==> config.mk <==
export PLATFORM = sky130hd
export DESIGN_NAME = w_input_conditioner
export DESIGN_NICKNAME = d
export VERILOG_FILES = /design/src/rtl/w_input_conditioner.sv
export SDC_FILE = /design/constraint.sdc
export NUM_CORES = 1
export LEC_CHECK = 0
export ABC_AREA = 1
export CAP_MARGIN = 25
export CORE_AREA = 2 2 39 41
export CTS_CLUSTER_DIAMETER = 120
export CTS_CLUSTER_SIZE = 12
export DETAILED_ROUTE_END_ITERATION = 8
export DIE_AREA = 0 0 41 43
export SLEW_MARGIN = 20
export SYNTH_ARGS = -nofsm -noshare
export SYNTH_HDL_FRONTEND = slang
export SYNTH_SLANG_ARGS = --single-unit
export TNS_END_PERCENT = 100
==> constraint.sdc <==
create_clock -name inputClk -period 1.4 [get_ports inputClk]
set_input_delay 0.14 -clock inputClk [delete_from_list [all_inputs] [get_ports inputClk]]
set_output_delay 0.14 -clock inputClk [all_outputs]
set_load 0.02 [all_outputs]
==> src/rtl/w_input_conditioner.sv <==
// rtl/w_input_conditioner.sv - synchronise, debounce and edge-detect a raw external level into the W input
module w_input_conditioner #(
    parameter int DEBOUNCE_CYCLES = 4,
    parameter int CNT_WIDTH       = 3
) (
    input  logic inputClk,
    input  logic inputReset,
    input  logic inputRaw,
    output logic outputW,
    output logic outputRise,
    output logic outputFall,
    output logic outputPending
);

    typedef enum logic [1:0] {
        ST_LOW       = 2'd0,
        ST_RISE_PEND = 2'd1,
        ST_HIGH      = 2'd2,
        ST_FALL_PEND = 2'd3
    } state_t;

    localparam logic [CNT_WIDTH-1:0] L_DEB = CNT_WIDTH'(DEBOUNCE_CYCLES);
    localparam logic [CNT_WIDTH-1:0] L_ONE = CNT_WIDTH'(1);
    localparam logic [CNT_WIDTH-1:0] L_ZERO = '0;

    logic                 r_sync1;
    logic                 r_sync2;
    state_t               r_state;
    state_t               w_next_state;
    logic [CNT_WIDTH-1:0] r_cnt;
    logic [CNT_WIDTH-1:0] w_next_cnt;
    logic [CNT_WIDTH-1:0] w_cnt_inc;
    logic                 w_rise_set;
    logic                 w_fall_set;
    logic                 r_w;
    logic                 r_rise;
    logic                 r_fall;
    logic                 r_pend;

    always_ff @(posedge inputClk or negedge inputReset) begin
        if (!inputReset) begin
            r_sync1 <= 1'b0;
            r_sync2 <= 1'b0;
        end else begin
            r_sync1 <= inputRaw;
            r_sync2 <= r_sync1;
        end
    end

    assign w_cnt_inc = r_cnt + L_ONE;

    // cnt counts disagreeing samples already accepted in the current PEND run
    always_comb begin
        w_next_state = r_state;
        w_next_cnt   = L_ZERO;
        w_rise_set   = 1'b0;
        w_fall_set   = 1'b0;
        case (r_state)
            ST_LOW: begin
                if (r_sync2) begin
                    if (DEBOUNCE_CYCLES == 1) begin
                        w_next_state = ST_HIGH;
                        w_rise_set   = 1'b1;
                    end else begin
                        w_next_state = ST_RISE_PEND;
                        w_next_cnt   = L_ONE;
                    end
                end
            end
            ST_RISE_PEND: begin
                if (!r_sync2) begin
                    w_next_state = ST_LOW;
                end else if (w_cnt_inc == L_DEB) begin
                    w_next_state = ST_HIGH;
                    w_rise_set   = 1'b1;
                end else begin
                    w_next_cnt = w_cnt_inc;
                end
            end
            ST_HIGH: begin
                if (!r_sync2) begin
                    if (DEBOUNCE_CYCLES == 1) begin
                        w_next_state = ST_LOW;
                        w_fall_set   = 1'b1;
                    end else begin
                        w_next_state = ST_FALL_PEND;
                        w_next_cnt   = L_ONE;
                    end
                end
            end
            ST_FALL_PEND: begin
                if (r_sync2) begin
                    w_next_state = ST_HIGH;
                end else if (w_cnt_inc == L_DEB) begin
                    w_next_state = ST_LOW;
                    w_fall_set   = 1'b1;
                end else begin
                    w_next_cnt = w_cnt_inc;
                end
            end
            default: begin
                w_next_state = ST_LOW;
            end
        endcase
    end

    always_ff @(posedge inputClk or negedge inputReset) begin
        if (!inputReset) begin
            r_state <= ST_LOW;
            r_cnt   <= L_ZERO;
            r_w     <= 1'b0;
            r_rise  <= 1'b0;
            r_fall  <= 1'b0;
            r_pend  <= 1'b0;
        end else begin
            r_state <= w_next_state;
            r_cnt   <= w_next_cnt;
            r_w     <= (w_next_state == ST_HIGH) || (w_next_state == ST_FALL_PEND);
            r_rise  <= w_rise_set;
            r_fall  <= w_fall_set;
            r_pend  <= (w_next_state == ST_RISE_PEND) || (w_next_state == ST_FALL_PEND);
        end
    end

    assign outputW       = r_w;
    assign outputRise    = r_rise;
    assign outputFall    = r_fall;
    assign outputPending = r_pend;

endmodule
==> metrics.md <==
| Metric | Value |
|---|---|
| Outcome | `finished clean` |
| Fillers | `139` |
| First-pass GRT wire length | `1.09 mm` |
| Delay-heaviest family, CP | `buffers and inverters` |
| Site row count | `14` |
| Setup-failing EPs final | `0` |
| Wirelength, routed | `626 um` |
| CTS Buffer Depth | `2` |
| Clk Latency, worst-skew pair | `0.26 ns` |
| Commonest non-fill, non-tap cell in the layout | `nand2_1` |
| H-Tree Depth | `1` |
| Comb power frac | `9.3%` |
| Wire per inst | `9.07 um` |
| Critical path, cell by cell | `clkdlybuf4s50_1` |
| R2R Setup Slk | `0.26 ns` |
| Synth area leader | `dfrtp_1` |
| CP Class | `register to output port` |
| Worst reg2reg startpoint | `r_cnt[0]` |
| Clock share of power | `40.5%` |
| DR vias | `280` |
| Num CTS Buffers | `3` |
| Top-Level Pins | `7` |
| Ant diodes | `0` |
| Switch Pwr | `0.147 mW` |
| Worst-Margin Slew | `0.450 ns` |
| Syn nets | `48` |
| Period minus WS final | `1.31 ns` |
| GR Util All Layers | `10.1%` |
| Post-synthesis sequential area ratio | `62.3%` |
| Count of cell types in the netlist | `8` |
| Buf/Inv on CP | `1` |
| Post-synthesis cell area | `402 um2` |
| Pwr/cell area | `1230 nW/um2` |
| Clk pin slew, worst setup/hold paths | `0.07 ns` |
| Antenna violations before repair | `0` |
| Leakage | `0.287 nW` |
| Total die area | `1760 um2` |
| Commonest cells after routing, fill and taps aside | `nand2_1, dfrtp_1, inv_1, nor2_1, clkdlybuf4s50_1` |
| Slew Limit Fails | `0` |
| Mapped Avg Cell Area | `9.34 um2` |
| R2R cell count | `5` |
| Drt initial violations | `4` |
| Req. time, crit path | `1.26 ns` |
| Worst setup endpoint | `outputFall` |
| CTS tree | `yes` |
| Critical Path Start Type | `register` |
| Sum Neg Setup Slack | `0 ns` |
| CTS root buf | `clkbuf_4` |
| # nets final | `59` |
| CP max FO | `1` |
| RePlAce Congestion | `0.636` |
| Final hold vios | `0` |
| Yosys reg bits | `10` |
| Reg power frac | `50.2%` |
| Gate count of the mapped netlist | `43` |
| CP endpoint kind | `output port` |
| Share of layout cells above drive strength 1 | `9.43%` |
| Area contributors post-synth | `dfrtp_1, nand2_1, inv_1, ha_1, nor2_1` |
| Horiz. Die Dim | `41 um` |
| RSZ-0062 raised after global routing | `no` |
| DP HPWL | `439 um` |
| HP Class | `input pin to async pin` |
| Pin count of the biggest net entering global routing | `11` |
| Starting Density | `29.0%` |
| Antenna-violating nets left | `0` |
| Cell depth of the worst setup path | `1` |
| Die Ht | `43 um` |
| CTS Sinks | `10` |
| Reg2reg end | `outputPending` |
| MaxCap Viol Count | `0` |
| Vias per cell | `4.06` |
| FMAX | `0.761 GHz` |
| Synth-to-layout area growth | `28.7%` |
| Warnings from Yosys | `0` |
| Critical path's slowest cell | `clkdlybuf4s50_1` |
| Worst slew margin | `69.9%` |
| Vias in the first global route | `274` |
| CP max stage delay | `0.59 ns` |
| Maximum VDD drop | `0.551 mV` |
| Clock skew | `0.00241 ns` |
| Total grt overflow | `0` |
| DRC | `0` |
| Crit path DAT | `1.17 ns` |
| Fin Hold WS | `0.188 ns` |
| Int Pwr | `0.489 mW` |
| Area fraction of the dominant cell type after synthesis | `62.3%` |
| Initial DRT Pass Iterations | `4` |
| Crit share post-route | `93.9%` |
| Crit. Startpoint | `outputFall` |
| CORE AREA | `1380 um2` |
| Number of port buffers | `6` |
| Sw Share | `23.1%` |
Yosys cell counts:
cell / number
ha_1: 2
nand2_1: 13
nor2_1: 6
dfrtp_1: 10
xor2_1: 1
nor2_2: 1
inv_1: 8
nand3_1: 2
layer usage:
layer,global-route usage [%],up-vias,part of all wire (%)
li1,-,144,-
met4,10.0,0,0
met3,3.14,0,8.3
met5,0,-,0
met2,13.1,10,53
met1,12.0,126,39
sequential cells by signal (all words and copies together) (netlist names):
register	count
outputRise	1
outputFall	1
r_state	2
r_sync2	1
r_sync1	1
outputPending	1
r_cnt	3
power groups by stage:
stage	clock (mW)	sequential, mW	combinational [mW]
floorplan	0	0.327	0.0309
global placement	0	0.323	0.0610
detailed placement	0	0.324	0.0616
CTS	0.271	0.318	0.0612
global route	0.284	0.320	0.0698
finish	0.257	0.319	0.0594
what timing repair did:
action                     4_1_cts  5_1_grt
setup endpoints to repair        1        0
gates resized for setup          1        0
setup buffers                    0        0
hold buffers                     0        0
kinds of logic after synthesis:
group | count (synthesis) | share of synthesized area, %
adder cells (fa/ha/maj) | 2 | 6.23
buffers and inverters | 8 | 7.48
XOR/XNOR | 1 | 2.18
flip-flops | 10 | 62.3
AND/OR/NAND/NOR | 22 | 21.8
how the worst min path moves through the flow:
stage / end / slack (ns)
after floorplan: outputFall / -0.16
after global placement: r_sync2 / 0.34
after detailed placement: r_sync2 / 0.34
after CTS: outputRise / 0.20
after global routing: outputRise / 0.23
final: r_state[1] / 0.19
final cells by class:
class                           instances  area [um2]  area share [%]
Sequential cell                        10         250            48.4
Multi-Input combinational cell         25         121            23.5
Timing Repair Buffer                    6        58.8            11.4
Clock buffer                            4        36.3            7.02
Inverter                                8        30.0            5.81
Tap cell                               16        20.0            3.87
per-stage QoR:
step | instances | utilization [%] | power (mW) | setup WS (ns) | cell area (um2)
finish | 69 | 37.3 | 0.635 | 0.0861 | 517
detailed placement | 65 | 34.8 | 0.386 | 0.204 | 482
floorplan | 43 | - | 0.358 | 0.380 | 402
global placement | 65 | 34.8 | 0.384 | 0.238 | 482
CTS | 69 | 37.3 | 0.651 | 0.0608 | 517
global route | 69 | 37.3 | 0.673 | 0.00771 | 517
Note: power is estimated with default switching activity, not from simulation.
